===== config.mk =====
export PLATFORM = sky130hd
export DESIGN_NAME = vedic_mul_acc_seq
export DESIGN_NICKNAME = d
export VERILOG_FILES = /design/src/rtl/vedic_pkg.sv /design/src/rtl/vedic_mul_half.sv /design/src/rtl/vedic_mul_acc_seq.sv
export SDC_FILE = /design/constraint.sdc
export NUM_CORES = 1
export LEC_CHECK = 0
export CORE_ASPECT_RATIO = 1.25
export CORE_MARGIN = 8
export CORE_UTILIZATION = 40
export DETAILED_ROUTE_END_ITERATION = 8
export GPL_TIMING_DRIVEN = 1
export PLACE_DENSITY = 0.6
export SLEW_MARGIN = 20
export SYNTH_ARGS = -nofsm -noshare
export SYNTH_HDL_FRONTEND = slang
export SYNTH_HIERARCHICAL = 1
export SYNTH_SLANG_ARGS = --single-unit

===== constraint.sdc =====
create_clock -name clk -period 19.1 [get_ports clk]
set_input_delay 1.91 -clock clk [delete_from_list [all_inputs] [get_ports clk]]
set_output_delay 1.91 -clock clk [all_outputs]
set_load 0.01 [all_outputs]

===== src/rtl/vedic_pkg.sv =====
// Shared types and constants for the sequential Vedic multiply-accumulate engine.
package vedic_pkg;

  localparam int W_DEFAULT = 8;
  localparam int MUL_STEPS = 4;

  typedef enum logic [1:0] {
    IDLE = 2'd0,
    MUL  = 2'd1,
    DONE = 2'd2
  } state_t;

  typedef logic [1:0] step_t;

endpackage


===== src/rtl/vedic_mul_half.sv =====
// Combinational HxH Urdhva-Tiryagbhyam multiplier: crosswise column sums
// resolved LSB-first with a rippling column carry.
module vedic_mul_half #(
  parameter int H = 4
) (
  input  logic [H-1:0]   x,
  input  logic [H-1:0]   y,
  output logic [2*H-1:0] p
);

  // Wide enough for the largest column carry (bounded by the full product).
  localparam int SW = 2 * H + 1;

  logic [SW-1:0] col;
  logic [SW-1:0] carry;

  always_comb begin
    p     = '0;
    col   = '0;
    carry = '0;
    for (int k = 0; k < 2 * H; k++) begin
      col = carry;
      for (int i = 0; i < H; i++) begin
        for (int j = 0; j < H; j++) begin
          if (i + j == k) begin
            col = col + SW'(x[i] & y[j]);
          end
        end
      end
      p[k]  = col[0];
      carry = col >> 1;
    end
  end

endmodule


===== src/rtl/vedic_mul_acc_seq.sv =====
// Sequential a*b + addend engine: one half-width Vedic multiplier time-shared
// over four cycles, valid/ready on both sides.
//
// state | meaning
// IDLE  | waiting for operands, in_ready high
// MUL   | accumulating one partial product per cycle, step 0..3
// DONE  | product held, out_valid high until consumer accepts
module vedic_mul_acc_seq
  import vedic_pkg::*;
#(
  parameter int W = W_DEFAULT
) (
  input  logic           clk,
  input  logic           rst,
  input  logic           in_valid,
  output logic           in_ready,
  input  logic [W-1:0]   a,
  input  logic [W-1:0]   b,
  input  logic [W-1:0]   addend,
  output logic           out_valid,
  input  logic           out_ready,
  output logic [2*W-1:0] product
);

  localparam int H = W / 2;

  state_t         state;
  step_t          step;
  logic [W-1:0]   a_q;
  logic [W-1:0]   b_q;
  logic [2*W-1:0] acc;

  logic [H-1:0]   mul_x;
  logic [H-1:0]   mul_y;
  logic [2*H-1:0] mul_p;
  logic [2*W-1:0] pp_ext;
  logic [2*W-1:0] pp_add;

  // Operand-half selection and partial-product alignment per step.
  always_comb begin
    mul_x  = a_q[H-1:0];
    mul_y  = b_q[H-1:0];
    pp_ext = (2 * W)'(mul_p);
    pp_add = pp_ext;
    case (step)
      2'd0: begin
        mul_x  = a_q[H-1:0];
        mul_y  = b_q[H-1:0];
        pp_add = pp_ext;
      end
      2'd1: begin
        mul_x  = a_q[H-1:0];
        mul_y  = b_q[W-1:H];
        pp_add = pp_ext << H;
      end
      2'd2: begin
        mul_x  = a_q[W-1:H];
        mul_y  = b_q[H-1:0];
        pp_add = pp_ext << H;
      end
      default: begin
        mul_x  = a_q[W-1:H];
        mul_y  = b_q[W-1:H];
        pp_add = pp_ext << (2 * H);
      end
    endcase
  end

  vedic_mul_half #(.H(H)) u_mul_half (
    .x (mul_x),
    .y (mul_y),
    .p (mul_p)
  );

  always_ff @(posedge clk) begin
    if (rst) begin
      state     <= IDLE;
      step      <= '0;
      a_q       <= '0;
      b_q       <= '0;
      acc       <= '0;
      in_ready  <= 1'b1;
      out_valid <= 1'b0;
    end else begin
      case (state)
        IDLE: begin
          if (in_valid && in_ready) begin
            a_q      <= a;
            b_q      <= b;
            acc      <= (2 * W)'(addend);
            step     <= '0;
            state    <= MUL;
            in_ready <= 1'b0;
          end
        end
        MUL: begin
          acc  <= acc + pp_add;
          step <= step + 2'd1;
          if (step == step_t'(MUL_STEPS - 1)) begin
            step      <= '0;
            state     <= DONE;
            out_valid <= 1'b1;
          end
        end
        DONE: begin
          // No input accept here: in_ready only returns once back in IDLE.
          if (out_valid && out_ready) begin
            state     <= IDLE;
            out_valid <= 1'b0;
            in_ready  <= 1'b1;
          end
        end
        default: begin
          state     <= IDLE;
          step      <= '0;
          in_ready  <= 1'b1;
          out_valid <= 1'b0;
        end
      endcase
    end
  end

  assign product = acc;

endmodule

==> flow_metrics.env <==
export IMPL_fin_worst_skew_ns=0.00263
export IMPL_timing_final_max_slew_violations=0
export IMPL_setup_worst_path_class="reg2reg"
export IMPL_reg2reg_setup_slack_ns=10.44
export IMPL_cts_tree="yes"
export IMPL_yosysTopAreaCellShare=0.271
export IMPL_inserted_clock_buffers=5
export IMPL_fin_crit_sh=0.454
export IMPL_synth_seq_cells=38
export IMPL_crit_path_top_delay_cell="sky130_fd_sc_hd__fa_1"
export IMPL_finalInstanceArea_mm2=0.00341
export IMPL_ant_nets=0
export IMPL_synth_largest_area_cell="sky130_fd_sc_hd__dfxtp_1"
export IMPL_placedCellCount=480
export IMPL_hold_violations=0
export IMPL_ys_top_cells_by_area="sky130_fd_sc_hd__dfxtp_1 27%, sky130_fd_sc_hd__ha_1 11%, sky130_fd_sc_hd__nand2_1 9.2%"
export IMPL_cts_htree_levels=2
export IMPL_highest_net_fanout_along_the_worst_path=10
export IMPL_comb_power_share=0.218
export IMPL_postPlaceCellArea_mm2=0.00333
export IMPL_finish_net_count=458
export IMPL_cp_start_kind="flop"
export IMPL_power_share_switching=0.303
export IMPL_synth_top_cells_by_count="69 x sky130_fd_sc_hd__nand2_1, 44 x sky130_fd_sc_hd__a21oi_1, 38 x sky130_fd_sc_hd__dfxtp_1, 27 x sky130_fd_sc_hd__nor2_1, 24 x sky130_fd_sc_hd__ha_1"
export IMPL_place_hpwl_um=5740
export IMPL_status="completed"
export IMPL_grt_start_max_net_pins=33
export IMPL_fin_crit_ns=8.66
export IMPL_gr_usage_total=0.150
export IMPL_avgRoutedWirePerCell_um=14.9
export IMPL_holdCritPathClass="reg2reg"
export IMPL_p_switching_mw=0.0557
export IMPL_fmax_mhz=115
export IMPL_power_internal_mw=0.128
export IMPL_netlist_instances=357
export IMPL_top_level_ports=46
export IMPL_syn_mean_instance_area_um2=7.85
export IMPL_die_height_um=110
export IMPL_synth_top_flop_cell="sky130_fd_sc_hd__dfxtp_1"
export IMPL_final_layout_size_suffix_gt1_frac=0.0605
export IMPL_timing_max_cap_violations=0
export IMPL_slowest_delay_ns=0.51
export IMPL_synth_edff_count=0
export IMPL_antenna_found_initial=0
export IMPL_power_clock_fraction=0.302
export IMPL_slew_at_the_pin_closest_to_its_max_slew_limit_ns=0.729
export IMPL_synthMostInstantiatedCell="sky130_fd_sc_hd__nand2_1"
export IMPL_synth_fp_nets=418
export IMPL_cts_clk_slew_worst_paths_ns=0.08
export IMPL_finalSetupTns_ns=0
export IMPL_grt_pass1_wl_um=12200
export IMPL_detail_route_iter0_violations=75
export IMPL_clock_root_buffer="sky130_fd_sc_hd__clkbuf_8"
export IMPL_worst_vdd_ir_uv=30.8
export IMPL_clock_tree_buffer_depth=2
export IMPL_detail_route_drc_violations=0
export IMPL_layout_cells_non_filler=487
export IMPL_power_mw=0.184
export IMPL_coreArea_mm2=0.00689
export IMPL_gp_congestion=0.924
export IMPL_critical_path_top_cell_by_count="sky130_fd_sc_hd__fa_1"
export IMPL_cp_end_kind="flop"
export IMPL_part_of_the_power_in_registers=0.481
export IMPL_post_cts_buffers=0
export IMPL_pwr_cell_area_mw_per_mm2=53.8
export IMPL_timing_critical_path_required_ns=19.29
export IMPL_hold_buffers=0
export IMPL_final_hold_worst_slack_ns=0.456
export IMPL_synth_warnings=6
export IMPL_grt_pass1_vias=2542
export IMPL_clock_insertion_delay_worst_skew_ns=0.29
export IMPL_pre_cts_ws_ns=10.40
export IMPL_rsz0062_at_grt="false"
export IMPL_number_of_library_cell_types_mapped_by_synthesis=44
export IMPL_floorplan_initialDensity=0.407
export IMPL_flow_area_growth_from_synthesis_pct=21.7
export IMPL_netlist_area_mm2=0.00280
export IMPL_numClockSinks=38
export IMPL_postRouteWirelength_um=7280
export IMPL_synth_seq_area_share=0.271
export IMPL_worstPathArrival_ns=8.85
export IMPL_cts_repair_resize_count=0
export IMPL_p_leak_nw=1.43
export IMPL_num_vias=2582
export IMPL_diodes_inserted=0
export IMPL_rows=34
export IMPL_die_x_extent_um=90.9
export IMPL_final_setup_worst_slack_ns=10.44
export IMPL_design_die_area_mm2=0.00996
export IMPL_via_per_inst=5.30
export IMPL_grt_overflow_total=0
export IMPL_final_core_utilization=0.495
export IMPL_relSlewSlack=0.514
export IMPL_place_port_buffers=45
export IMPL_synth_async_reset_ratio=0
export IMPL_final_setup_viol_count=0
export IMPL_firstDrtPassIters=4
==> routing by layer <==
metal | part of all wire | track usage
met1 | 0.44 | 0.168
met2 | 0.51 | 0.278
met3 | 0.026 | 0.0280
met4 | 0.021 | 0.0551
met5 | 0 | 0
==> cell type report <==
type	instances	area (um2)
tap	90	113
multi-input combinational	286	1920
timing repair buffer	47	465
fill	721	3480
sequential	38	761
clock buffer	5	68.8
inverter	19	71.3
clock inverter	2	15.0
==> state kept, by name, summed over array words and instances (netlist names) <==
signal     cells
a_q            8
b_q            8
in_ready       1
product       16
step           2
out_valid      1
state          2
==> logic make-up after synthesis <==
logic type / after synthesis / synth area share
muxes: 10 / 0.0397
DFF: 38 / 0.271
AOI/OAI and AO/OA: 92 / 0.210
xor gates and xnor gates: 12 / 0.0375
buffers and inverters: 33 / 0.0446
adders and majority gates: 33 / 0.171
and+or+nand+nor: 139 / 0.225
==> path summary, 6_finish.rpt <==
kind	startpoint	to	depth (start not counted)
worst max-delay path	step[0]$_SDFFE_PP0P_	product[14]$_SDFFE_PP0P_	30
worst min-delay path	b_q[3]$_SDFFE_PP0P_	b_q[3]$_SDFFE_PP0P_	2
worst max register to register	step[0]$_SDFFE_PP0P_	product[14]$_SDFFE_PP0P_	30
worst min register to register	b_q[3]$_SDFFE_PP0P_	b_q[3]$_SDFFE_PP0P_	2
==> cell usage in the layout, fill, tap and decap left out, types with 5 or more instances in the layout <==
cell / n
sky130_fd_sc_hd__and2_1: 18
sky130_fd_sc_hd__nor3_1: 8
sky130_fd_sc_hd__nand2_1: 69
sky130_fd_sc_hd__nor2_1: 27
sky130_fd_sc_hd__a21oi_1: 44
sky130_fd_sc_hd__dfxtp_1: 38
sky130_fd_sc_hd__inv_1: 19
sky130_fd_sc_hd__xnor2_1: 7
sky130_fd_sc_hd__fa_1: 9
sky130_fd_sc_hd__o21ai_0: 11
sky130_fd_sc_hd__mux2_2: 9
sky130_fd_sc_hd__a22o_1: 6
sky130_fd_sc_hd__clkbuf_8: 5
sky130_fd_sc_hd__xor2_1: 5
sky130_fd_sc_hd__ha_1: 24
sky130_fd_sc_hd__clkdlybuf4s50_1: 45
==> power groups by stage <==
stage | clock, mW | combinational (mW) | sequential, mW
after global placement | 0 | 0.0397 | 0.0902
final | 0.0554 | 0.0400 | 0.0883
after detailed placement | 0 | 0.0403 | 0.0902
after CTS | 0.0581 | 0.0405 | 0.0884
after global routing | 0.0626 | 0.0442 | 0.0891
after floorplan | 0 | 0.0239 | 0.0895
==> worst max-delay path: cells and delay by family (launching register included) <==
family / cells / cell delay [ns]
compound gates: 6 / 1.43
buf+inv: 5 / 0.39
simple gates: 3 / 0.55
xor+xnor: 1 / 0.16
fa+ha+maj: 14 / 5.16
flops: 1 / 0.43
mux: 1 / 0.41
No activity file was read; power rests on OpenSTA's default activity.
